[src/rtl/snes_pad_pkg.sv]
// Shared types for the SNES controller-port responder.
// Mode, FSM encoding, button bit positions and the data-out mux.
package snes_pad_pkg;

    typedef enum logic [1:0] {
        MODE_PASS   = 2'd0,
        MODE_INJECT = 2'd1,
        MODE_MERGE  = 2'd2,
        MODE_MUTE   = 2'd3
    } mode_e;

    typedef enum logic [1:0] {
        ST_LOAD  = 2'd0,
        ST_SHIFT = 2'd1,
        ST_DONE  = 2'd2
    } state_e;

    localparam int BTN_B     = 0;
    localparam int BTN_Y     = 1;
    localparam int BTN_SEL   = 2;
    localparam int BTN_START = 3;
    localparam int BTN_UP    = 4;
    localparam int BTN_DN    = 5;
    localparam int BTN_LEFT  = 6;
    localparam int BTN_RIGHT = 7;
    localparam int BTN_A     = 8;
    localparam int BTN_X     = 9;
    localparam int BTN_L     = 10;
    localparam int BTN_R     = 11;

    // Wire level is active-low; inj is 1 = pressed.
    function automatic logic sdata_mux(mode_e m, logic pad, logic inj);
        logic r;
        r = 1'b1;
        unique case (m)
            MODE_PASS:   r = pad;
            MODE_INJECT: r = ~inj;
            MODE_MERGE:  r = pad & ~inj;
            MODE_MUTE:   r = 1'b1;
            default:     r = 1'b1;
        endcase
        return r;
    endfunction

endpackage

[src/rtl/snes_pad_sync.sv]
// Multi-flop synchronizer for an asynchronous pad-bus line.
// Emits one-cycle rise/fall pulses from the synchronized level.
module snes_pad_sync #(
    parameter int   STAGES = 2,
    parameter logic IDLE   = 1'b0
) (
    input  logic clk,
    input  logic rst,
    input  logic d,
    output logic rise,
    output logic fall
);

    logic [STAGES-1:0] chain;
    logic              last_q;
    logic              lvl;

    assign lvl = chain[STAGES-1];

    always_ff @(posedge clk) begin
        if (rst) begin
            chain  <= {STAGES{IDLE}};
            last_q <= IDLE;
        end else begin
            chain  <= (chain << 1) | STAGES'(d);
            last_q <= lvl;
        end
    end

    assign rise = lvl & ~last_q;
    assign fall = ~lvl & last_q;

endmodule

[src/rtl/snes_pad_tx.sv]
// SNES controller-port responder: serves pass-through, injected
// or merged button words on the console's latch/clock polling.
module snes_pad_tx
    import snes_pad_pkg::*;
#(
    parameter int SYNC_STAGES = 2,
    parameter int NBITS       = 16
) (
    input  logic        CLK_i,
    input  logic        RST_i,
    input  logic        CTRL_LATCH_i,
    input  logic        CTRL_CLK_i,
    input  logic        CTRL_SDATA_i,
    output logic        CTRL_SDATA_o,
    input  logic [1:0]  mode_i,
    input  logic [15:0] inj_word_i,
    output logic        frame_done_o,
    output logic        busy_o
);

    logic lat_rise, lat_fall;
    logic clk_rise, clk_fall;

    snes_pad_sync #(.STAGES(SYNC_STAGES), .IDLE(1'b0)) u_lat_sync (
        .clk  (CLK_i),
        .rst  (RST_i),
        .d    (CTRL_LATCH_i),
        .rise (lat_rise),
        .fall (lat_fall)
    );

    snes_pad_sync #(.STAGES(SYNC_STAGES), .IDLE(1'b1)) u_clk_sync (
        .clk  (CLK_i),
        .rst  (RST_i),
        .d    (CTRL_CLK_i),
        .rise (clk_rise),
        .fall (clk_fall)
    );

    state_e      state_q, state_d;
    mode_e       mode_q;
    logic [15:0] shreg_q;
    logic [4:0]  bitcnt_q;
    logic        out_q;
    logic        done_q;
    logic        last_bit;
    logic        load_en;
    logic        shift_en;
    logic        done_hit;
    logic        busy;

    assign last_bit = (bitcnt_q == 5'(NBITS - 1));

    always_ff @(posedge CLK_i) begin
        if (RST_i) state_q <= ST_DONE;
        else       state_q <= state_d;
    end

    // Latch rise outranks everything, including a same-cycle clock edge.
    always_comb begin
        state_d = state_q;
        unique case (1'b1)
            lat_rise:
                state_d = ST_LOAD;
            !lat_rise && state_q == ST_LOAD && lat_fall:
                state_d = ST_SHIFT;
            !lat_rise && state_q == ST_SHIFT && clk_rise && last_bit:
                state_d = ST_DONE;
            default: ;
        endcase
    end

    always_comb begin
        busy     = (state_q == ST_SHIFT);
        load_en  = lat_rise || (state_q == ST_LOAD);
        shift_en = !lat_rise && (state_q == ST_SHIFT) && clk_rise;
        done_hit = shift_en && last_bit;
    end

    always_ff @(posedge CLK_i) begin
        if (RST_i) begin
            mode_q   <= MODE_PASS;
            shreg_q  <= '0;
            bitcnt_q <= '0;
            out_q    <= 1'b1;
            done_q   <= 1'b0;
        end else begin
            done_q <= done_hit;
            if (lat_rise) mode_q <= mode_e'(mode_i);
            if (load_en) begin
                shreg_q  <= inj_word_i;
                bitcnt_q <= '0;
            end else if (shift_en) begin
                shreg_q <= {1'b0, shreg_q[15:1]};
                if (bitcnt_q != 5'(NBITS)) bitcnt_q <= bitcnt_q + 5'd1;
            end else if (state_q == ST_DONE) begin
                shreg_q <= '0;
            end
            out_q <= sdata_mux(mode_q, CTRL_SDATA_i, shreg_q[0]);
        end
    end

    // PASS bypasses the register so real pad timing is untouched.
    assign CTRL_SDATA_o = (mode_q == MODE_PASS) ? CTRL_SDATA_i : out_q;
    assign frame_done_o = done_q;
    assign busy_o       = busy;

    logic unused_ok;
    assign unused_ok = clk_fall;

endmodule
[config.mk]
export PLATFORM = sky130hd
export DESIGN_NAME = snes_pad_tx
export DESIGN_NICKNAME = d
export VERILOG_FILES = /design/src/rtl/snes_pad_pkg.sv /design/src/rtl/snes_pad_sync.sv /design/src/rtl/snes_pad_tx.sv
export SDC_FILE = /design/constraint.sdc
export NUM_CORES = 1
export LEC_CHECK = 0
export ABC_CLOCK_PERIOD_IN_PS = 4700
export CORE_MARGIN = 1
export CORE_UTILIZATION = 54
export DETAILED_ROUTE_END_ITERATION = 6
export HOLD_SLACK_MARGIN = 0.03
export PLACE_DENSITY = 0.82
export SYNTH_ARGS = -nofsm -noshare
export SYNTH_HDL_FRONTEND = slang
export SYNTH_SLANG_ARGS = --single-unit
[constraint.sdc]
create_clock -name CLK_i -period 4.7 [get_ports CLK_i]
set_clock_uncertainty 0.15 [all_clocks]
set_input_delay 0.94 -clock CLK_i [delete_from_list [all_inputs] [get_ports CLK_i]]
set_output_delay 0.94 -clock CLK_i [all_outputs]
set_load 0.01 [all_outputs]
# Word-level counts from Yosys, hierarchy flattened
# Cells that the tools add are included.
dict set report totals {
  inputBits 23
  reg_bits 33
  output_inout_bits 3
  word_cells 47
}
dict set report op_classes {
  eq_ne 7
  bitwise 10
  add_sub_neg 1
  reduce_logical 13
  mux 6
}
# cell n
set ops {}
lappend ops {{2-to-1 mux 16 bit} 3}
lappend ops {{equality test 2 bit (second input constant)} 3}
lappend ops {{case mux 2 bit (3 select lines)} 1}
lappend ops {{nonzero test 3 bit} 2}
lappend ops {{adder 5 x 1 -> 5 bit (second input constant)} 1}
lappend ops {{equality test 5 x 4 -> 1 bit (second input constant)} 1}
lappend ops {{logical AND 1 bit} 5}
lappend ops {{!= test 5 bit (second input constant)} 1}
lappend ops {{bitwise AND 1 bit} 4}
lappend ops {{equality test 2 x 1 -> 1 bit (second input constant)} 2}
lappend ops {{logical NOT 2 bit} 2}
lappend ops {{inverter 1 bit} 4}
lappend ops {{bitwise OR 2 x 1 -> 2 bit} 2}
lappend ops {{case mux 1 bit (4 select lines)} 1}
lappend ops {{AND reduction 2 bit} 1}
lappend ops {{OR reduction 2 bit} 1}
lappend ops {{logical NOT 1 bit} 1}
lappend ops {{logical OR 1 bit} 1}
lappend ops {{2-to-1 mux 1 bit} 1}

# Logic depth before layout (Yosys ltp)
dict set report logic_depth {
  ltp_word 7
  mapped_depth 7
  depth_no_buf 6
}

# Hierarchy
# A second synthesis with hierarchy kept.
dict set report unflattened {
  cells_unflattened 167
  area_unflattened_um2 1544.0
}
# module cells_per_inst instances area_per_inst_um2 seq_area_each_um2
set modules_own_cells {}
lappend modules_own_cells {snes_pad_tx 151 1 1360.1 540.5}
lappend modules_own_cells {{snes_pad_sync at u_clk_sync} 8 1 92.6 60.1}
lappend modules_own_cells {{snes_pad_sync at u_lat_sync} 8 1 91.3 60.1}

# Worst setup path before layout
# Ideal clock, no wire load.
dict set report synth_timing {
  path_type {input-to-output}
  from {input CTRL_SDATA_i}
  to {output CTRL_SDATA_o}
  path_slack_ps 2395
  stages 1
  n_path_buf 0
  required_time_ps 3610
  arrival_ps 1215
  path_cell_list {mux2_2}
}
dict set report synth_between {
  elab_chain_len 1
}
# element line
set synth_rtl {}
lappend synth_rtl {{start, declared} snes_pad_tx.sv:13} ;# input logic CTRL_SDATA_i,
lappend synth_rtl {{2-to-1 mux 1 bit} snes_pad_tx.sv:104} ;# assign CTRL_SDATA_o = (mode_q == MODE_PASS) ? CTRL_SDATA_i : out_q;
lappend synth_rtl {{end, declared} snes_pad_tx.sv:14} ;# output logic CTRL_SDATA_o,
# Every way passes these cells.

# Worst setup path after layout
# Ends and elaborated chain as after synthesis.

==> flow_summary_export.csv <==
group,metric,value,unit
global_route,grt_use_met1,0.277,
route,ant_nets,0,
global_route,grt_util_met2,0.371,
power_and_ir_drop,switchingPower,114,uW
hold_path,hold_path_end,"u_clk_sync.chain[1]$_SDFF_PP1_",
timing,max_slew.worst_pin.slew,1140,ps
layout,fraction_of_layout_instances_using_a_drive_strength_above_1,0.0936,
timing,final.setup.tns,0,ps
clock_tree,post_cts_resize_count,0,
floorplanning,start_util,0.595,
clock_tree,tritoncts,"built",
route,drt-total-wl,2690,um
timing,layout_worst_path_cycle_share,0.685,
power_and_ir_drop,sequential_power_share,0.567,
yosys,postSynthNetCount,174,
route,via_count,1161,
floorplanning,core,2300,sq um
route,drt_drc_violations_left,0,
clock_tree,clk_pin_slew_worst_paths,90,ps
setup_path,reg2reg_setup_slack,2660,ps
clock_tree,cts_buffer_depth,2,
clock_tree,clock_sinks,33,
placed_design,dpl.hpwl,1790,um
clock_tree,post-cts-setup-buffer-count,0,
power_and_ir_drop,leakagePower,0.622,nW
yosys,synth_cell_type_count,31,
yosys,netlist_area,1370,sq um
clock_tree,cts_max_level,2,
hold_path,hold-path-cell-count,1,
hold_path,holdCritStartpoint,"u_clk_sync.chain[0]$_SDFF_PP1_",
setup_path,rr_worst_depth,4,
setup_path,endpoint_class_of_the_critical_path,"primary output",
setup_path,crit_fanout,2,
yosys,yosys_most_used_dff,"dfxtp_1",
run,drv_cap,0,
global_route,met3_usage,0.0725,
setup_path,critical_path.startpoint_type,"input pin",
timing,fin_hold_ws,283,ps
floorplanning,y_dimension_of_the_die,52.3,um
route,drt_pass1_iterations,4,
yosys,yosysWarnings,0,
power_and_ir_drop,power.share.combinational,0.089,
yosys,number_of_flops_mapped_to_enable_cells_by_yosys,0,
timing,fin_crit,3220,ps
setup_path,critical_path_class,"in -> out",
yosys,synthCells,148,
floorplanning,die_footprint,2740,sq um
floorplanning,pin_count,26,
power_and_ir_drop,peak_supply_drop,0.000274,V
clock_tree,numCtsBuffers,5,
timing,maximum_frequency_from_static_timing_analysis,311,MHz
yosys,synth_seq_cells,33,
timing,finalSetupViolCount,0,
power_and_ir_drop,cell_internal_pwr,403,uW
setup_path,capture_instance_of_the_worst_register_to_register_path,"bitcnt_q[4]$_SDFFE_PP0P_",
floorplanning,die_width,52.3,um
timing,finalHoldViolCount,0,
layout,syn_to_final_growth,21.7,%
timing,timing.final.max_slew_violations,0,
hold_path,hold_path.class,"reg -> reg",
route,route.detailed.wl_per_inst,13.5,um
yosys,dominant_cells_by_area_after_synthesis,"dfxtp_1, a221oi_1, nor2_1",
yosys,synthesis.area_per_instance,9.23,sq um
layout,post-route-util,0.724,
yosys,synth_top_area_frac,0.484,
outcome,run_status,"completed",
global_route,grt_max_degree,30,
global_route,global_route.peak_usage_layer,"met2",
floorplanning,core.rowCount,17,
clock_tree,clock_latency,330,ps
setup_path,signal_arrival_time_at_the_worst_endpoint,2130,ps
global_route,grt.overflow.total,0,
global_route,grt_pass1_wl,4550,um
route,post_drt_via_cell_ratio,5.83,
global_route,first_global_vias,1046,
yosys,postSynth.asyncResetShare,0,
power_and_ir_drop,power.share.clock,0.343,
yosys,ys_seq_area_frac,0.484,
placed_design,io_buffer_count,25,
yosys,yosys.area.top_type,"dfxtp_1",
power_and_ir_drop,p_total,517,uW
timing,setup_repair_after_global_routing_missed_its_margin,"no",
layout,final_nets,196,
layout,antenna-diode-count,0,
setup_path,r2r_start,"u_lat_sync.last_q$_SDFF_PP0_",
placed_design,routabilityCongestion,0.724,
global_route,track_usage,0.232,
global_route,number_of_antenna_violations_at_the_first_check_in_global_routing,0,
power_and_ir_drop,p_sw_frac,0.221,
clock_tree,cts_hold_repair.buffers,0,
clock_tree,cts_root_buf,"clkbuf_4",
route,drt_iter0_drc,30,
timing,slew_headroom,0.235,
setup_path,required,3610,ps
power_and_ir_drop,powerDensity,311,nW/um^2
==> placed cells by master, fill, tap and decap left out, types with 2 or more instances in the layout <==
cell and n:
dfxtp_1 33, clkdlybuf4s50_1 25, nor2_1 23, a221oi_1 15
nor3_1 15, a21oi_1 6, nand2_1 6, nor2b_1 5
or2_2 5, clkbuf_4 5, inv_1 4, and3_1 3
nand4_1 3, ha_1 3, xor2_1 2, clkbuf_8 2
==> state kept, by name (all words and copies together), names as in the netlist <==
| register | count |
|---|---|
| out_q | 1 |
| state_q | 2 |
| u_clk_sync.last_q | 1 |
| bitcnt_q | 5 |
| shreg_q | 16 |
| u_lat_sync.chain | 2 |
| u_lat_sync.last_q | 1 |
| u_clk_sync.chain | 2 |
| mode_q | 2 |
| frame_done_o | 1 |
==> synthesized netlist by cell type (2+ instances only) <==
master,instances
a21oi_1,6
a221oi_1,15
and3_1,3
buf_2,5
buf_6,2
clkbuf_1,3
dfxtp_1,33
ha_1,3
inv_1,4
nand2_1,6
nand4_1,3
nor2_1,23
nor2b_1,5
nor3_1,15
or2_2,5
xor2_1,2
==> power by group through the flow <==
stage	Sequential, mW	Clock (mW)	Combinational (mW)
after floorplan	0.298	0	0.0233
after global placement	0.299	0	0.0446
after detailed placement	0.300	0	0.0462
after CTS	0.293	0.183	0.0464
after global routing	0.295	0.196	0.0506
final	0.293	0.177	0.0461
==> area by class of cell <==
class	instances	area (sq um)
sequential	33	661
fill	183	634
multi-input combinational	101	632
timing repair buffer	25	250
clock buffer	7	65.1
tap	28	35.0
inverter	4	15.0
clock inverter	1	5.00
==> routing by layer <==
layer / vias to the layer above / share of wire
met4: 0 / 0.020
met3: 7 / 0.059
li1: 575 / -
met1: 549 / 0.47
met5: - / 0
met2: 30 / 0.45
==> logic make-up after synthesis <==
kind of cell,share of synthesized area
simple gates,0.266
flops,0.484
compound gates,0.142
buf+inv,0.0540
xor+xnor,0.0192
fa+ha+maj,0.0275
mux,0.00824
==> worst max-delay path by stage <==
| stage | from | end | slack [ps] |
|---|---|---|---|
| final | CTRL_SDATA_i | CTRL_SDATA_o | 1480 |
| after CTS | CTRL_SDATA_i | CTRL_SDATA_o | 1480 |
| after global routing | CTRL_SDATA_i | CTRL_SDATA_o | 1450 |
| after detailed placement | CTRL_SDATA_i | CTRL_SDATA_o | 1480 |
| after floorplan | CTRL_SDATA_i | CTRL_SDATA_o | 2390 |
| after global placement | CTRL_SDATA_i | CTRL_SDATA_o | 1530 |
==> per-stage QoR <==
step / instances / area (sq um) / setup slack (ps)
floorplan: 148 / 1370 / 2390
global placement: 191 / 1590 / 1530
detailed placement: 191 / 1590 / 1480
CTS: 199 / 1660 / 1480
global route: 199 / 1660 / 1450
finish: 199 / 1660 / 1480
==> critical path, cell delays in order <==
cell,delay (ps)
clkdlybuf4s50_1,430
mux2_2,280
clkdlybuf4s50_1,480
Power figures use the tool's default switching activity.
==> RTL edit 1 (config.mk and constraints unchanged) <==
The 3 states of `state_e` get a one-hot encoding in 3 bits.
--- a/src/rtl/snes_pad_pkg.sv
+++ b/src/rtl/snes_pad_pkg.sv
@@ -9,10 +9,10 @@
         MODE_MUTE   = 2'd3
     } mode_e;
 
-    typedef enum logic [1:0] {
-        ST_LOAD  = 2'd0,
-        ST_SHIFT = 2'd1,
-        ST_DONE  = 2'd2
+    typedef enum logic [2:0] {
+        ST_LOAD  = 3'b001,
+        ST_SHIFT = 3'b010,
+        ST_DONE  = 3'b100
     } state_e;
 
     localparam int BTN_B     = 0;
Formal check against the unedited RTL: no difference found for any inputs over 10 cycles, from zero or initial values and one cycle with RST_i high; not proved beyond that.
==> RTL edit 1 against the unedited design <==
Setup slack better by 0.024 ns; register-to-register slack got worse by 0.27 ns; routed wire length is 5.8% higher; synthesized cell count increased by 4.7%; via count rose by 5.9%; first-iteration DRC count decreased by 43%; sequential power rose by 6%; cell area increased by 5.7%; highest routed layer unchanged; area after synthesis up 7.4%; count of clock-buffer cells in the layout unchanged; total power is 4.9% higher; non-clock buffer count did not move; sequential cell count up 1.
==> RTL edit 1: results (changes against the unedited design) <==
metric,value,unit,change
CTS Buffer Depth,2,,unchanged
syn nets,181,,was 174
layout cells sized above 1,11.2,%,was 9.36%
Switching Power,0.130,mW,was 0.114 mW
Max VDD drop,0.214,mV,was 0.274 mV
synth top area cells,"dfxtp_1, a221oi_1, nor2_1",,unchanged
Worst-Margin Slew,0.975,ns,was 1.14 ns
PostCTS Resize Cnt,0,,unchanged
dpl hpwl,1960,um,was 1790 um
DP Worst Slack,1.50,ns,was 1.48 ns
Post-synth top cells,"dfxtp_1, nor2_1, nor3_1",,"was dfxtp_1, nor2_1, a221oi_1, nor3_1"
# nets final,203,,was 196
global-route wire length before repair,4660,um,was 4550 um
DP Area,1700,um2,was 1590 um2
vias in the first global route,1134,,was 1046
synth unique cells,38,,was 31
post-synthesis sequential area ratio,46.4,%,was 48.4%
Num CTS Buffers,5,,unchanged
"Arr. time, crit path",2.11,ns,was 2.13 ns
Regs by FF count,"shreg_q (16), bitcnt_q (5), state_q (3)",,"was shreg_q (16), bitcnt_q (5)"
syn_area_per_cell,9.47,um2,was 9.23 um2
largest net degree at the start of global routing,31,,was 30
run status,finished clean,,unchanged
Post-Route WL,2850,um,was 2690 um
gpl congestion,0.718,,was 0.724
leakage,0.642,nW,was 0.622 nW
GRT Total Usage,22.7,%,was 23.2%
RTL edit 1: cell types whose count changed after synthesis, moves of 2 or more:
| cell | before | now |
|---|---|---|
| nand4_1 | 3 | 0 |
| and3_1 | 3 | 1 |
| nand2_1 | 6 | 4 |
| nand2b_1 | 1 | 3 |
| xnor2_1 | 1 | 3 |
RTL edit 1: worst paths after layout:
check        cells past startpoint                start  slack, ns             endpoint
max                              3         CTRL_SDATA_i       1.50         CTRL_SDATA_o
min                              1  u_clk_sync.chain[0]       0.27  u_clk_sync.chain[1]
max reg2reg                      4           state_q[1]       2.39           shreg_q[6]
min reg2reg                      1  u_clk_sync.chain[0]       0.27  u_clk_sync.chain[1]
RTL edit 1: cells by family (layout without fill, tap and decap cells):
group / after synthesis / after routing / synth area share (%)
and+or+nand+nor: 68 / 68 / 25.2
AOI/OAI and AO/OA: 29 / 29 / 16.9
DFF: 34 / 34 / 46.4
adders and majority gates: 3 / 3 / 2.56
muxes: 2 / 2 / 1.45
xor gates and xnor gates: 4 / 4 / 2.39
buffers and inverters: 15 / 38 / 5.20
RTL edit 1: power by group through the flow:
stage | registers (mW) | logic (mW) | clock network (mW)
final | 0.310 | 0.0699 | 0.162
after CTS | 0.310 | 0.0705 | 0.168
after detailed placement | 0.316 | 0.0699 | 0
after global placement | 0.316 | 0.0670 | 0
after global routing | 0.311 | 0.0781 | 0.180
after floorplan | 0.314 | 0.0452 | 0
RTL edit 1: layout make-up:
class	count	area [um2]
fillers	204	764
multi-input cells	106	711
flip-flops and latches	34	681
repair buffers	25	250
clock buffers	7	55.1
well taps	30	37.5
inverters	5	18.8
clock inverters	1	5.00
RTL edit 1: per-layer routing:
layer / GRT usage, % / wire [um]
met1: 24.8 / 1230
met2: 37.8 / 1430
met3: 7.91 / 179
met4: 12.4 / 15
met5: 0 / 0
==> RTL edit 2 (same flow settings) <==
Made on the original files. Change the parameter `NBITS` from 16 to 8.
--- a/src/rtl/snes_pad_tx.sv
+++ b/src/rtl/snes_pad_tx.sv
@@ -4,7 +4,7 @@
     import snes_pad_pkg::*;
 #(
     parameter int SYNC_STAGES = 2,
-    parameter int NBITS       = 16
+    parameter int NBITS       = 8
 ) (
     input  logic        CLK_i,
     input  logic        RST_i,
Behaviour: same outputs for any inputs over 10 cycles, from zero or initial values and one cycle with RST_i high; that may be too few to reach the edited logic, so the function may still have changed.
==> RTL edit 2 against the unedited design <==
Routed wire length up 2.0%; first-iteration DRC count up 13%; setup slack better by 0.019 ns; sequential power about the same; global-route usage down 1.0 points; via count up 1.6%; total power down 5.4%; cell area up 0.98%; sequential cell count unchanged; area after synthesis up 3.5%; critical path type unchanged; largest power group unchanged.
==> RTL edit 2: results (changes against the unedited design) <==
metric,value,unit,change
post-synthesis sequential area ratio,46.7,%,was 48.4%
layout filler cell count,209,,was 183
GRT Total Usage,22.2,%,was 23.2%
XOR/XNOR Fraction of Synth Area,1.86,%,was 1.92%
area of the multi-input gates,657,um2,was 632 um2
synth unique cells,36,,was 31
Post-synth top cells,"dfxtp_1, nor2_1, nor3_1",,"was dfxtp_1, nor2_1, a221oi_1, nor3_1"
gpl congestion,0.811,,was 0.724
DP Worst Slack,1.49,ns,was 1.48 ns
Vias,1180,,was 1161
run status,finished clean,,unchanged
synth warn,0,,unchanged
global-route wire length before repair,4350,um,was 4550 um
Max VDD drop,0.294,mV,was 0.274 mV
Post-Route WL,2750,um,was 2690 um
layout cells sized above 1,11.4,%,was 9.36%
Switching Power,0.115,mW,was 0.114 mW
multiplexer area fraction after synthesis,0.796,%,was 0.824%
Power Clock,0.149,mW,was 0.177 mW
"Arr. time, crit path",2.11,ns,was 2.13 ns
combinational cell power,0.0470,mW,was 0.0461 mW
dpl cells,197,,was 191
CTS Buffer Depth,2,,unchanged
Compound-Gate Fraction of Synth Area,14.6,%,was 14.2%
PostCTS Resize Cnt,0,,unchanged
syn nets,176,,was 174
First DRT Iteration DRCs,34,,was 30
synth top area cells,"dfxtp_1, a221oi_1, nor2_1",,unchanged
initial antenna violation count,0,,unchanged
max_slew headroom,27.2,%,was 23.5%
IO buf count,25,,unchanged
DP Area,1630,um2,was 1590 um2
"FFs w/ async S/R, synth",0,%,unchanged
Post-Layout Cell Count,205,,was 199
largest net degree at the start of global routing,31,,was 30
met2 Use GR,36.5,%,was 37.1%
met3 GRT Util,6.03,%,was 7.25%
GR Util met1,24.8,%,was 27.7%
Adder-Cell Fraction of Synth Area,1.77,%,was 2.75%
dpl hpwl,1900,um,was 1790 um
leakage,0.618,nW,was 0.622 nW
vias in the first global route,1050,,was 1046
## RTL edit 2: per-layer routing
| metal | vias up | wire length [um] |
|---|---|---|
| met5 | - | 0 |
| met2 | 31 | 1350 |
| met4 | 0 | 67 |
| li1 | 584 | - |
| met3 | 10 | 132 |
| met1 | 555 | 1200 |
## RTL edit 2: logic make-up (layout without fill, tap and decap cells)
group / Yosys count / after routing
AOI/OAI and AO/OA: 27 / 27
adders and majority gates: 2 / 2
xor gates and xnor gates: 3 / 3
and+or+nand+nor: 70 / 70
buffers and inverters: 15 / 39
muxes: 1 / 1
DFF: 33 / 33
## RTL edit 2: final cells by class
class	instances	area share, %
flip-flops and latches	33	39.3
multi-input cells	103	39.1
repair buffers	25	14.9
clock buffers	6	2.46
well taps	30	2.24
inverters	6	1.34
clock inverters	2	0.596
## RTL edit 2: final timing paths
path / depth (start not counted) / endpoint / from / slack, ns
hold reg to reg: 1 / u_clk_sync.chain[1] / u_clk_sync.chain[0] / 0.27
setup / recovery: 3 / CTRL_SDATA_o / CTRL_SDATA_i / 1.50
hold / removal: 1 / u_clk_sync.chain[1] / u_clk_sync.chain[0] / 0.27
setup reg to reg: 3 / shreg_q[8] / state_q[1] / 2.75
## RTL edit 2: stage by stage
step | power (mW) | hold slack, ns
after detailed placement | 0.347 | 0.250
after global placement | 0.345 | 0.242
final | 0.489 | 0.268
after global routing | 0.513 | 0.286
after CTS | 0.494 | 0.273
after floorplan | 0.323 | 0.239
## RTL edit 2: critical path: stages
cell	delay, ns
clkdlybuf4s50_1	0.43
mux2_2	0.27
clkdlybuf4s50_1	0.48
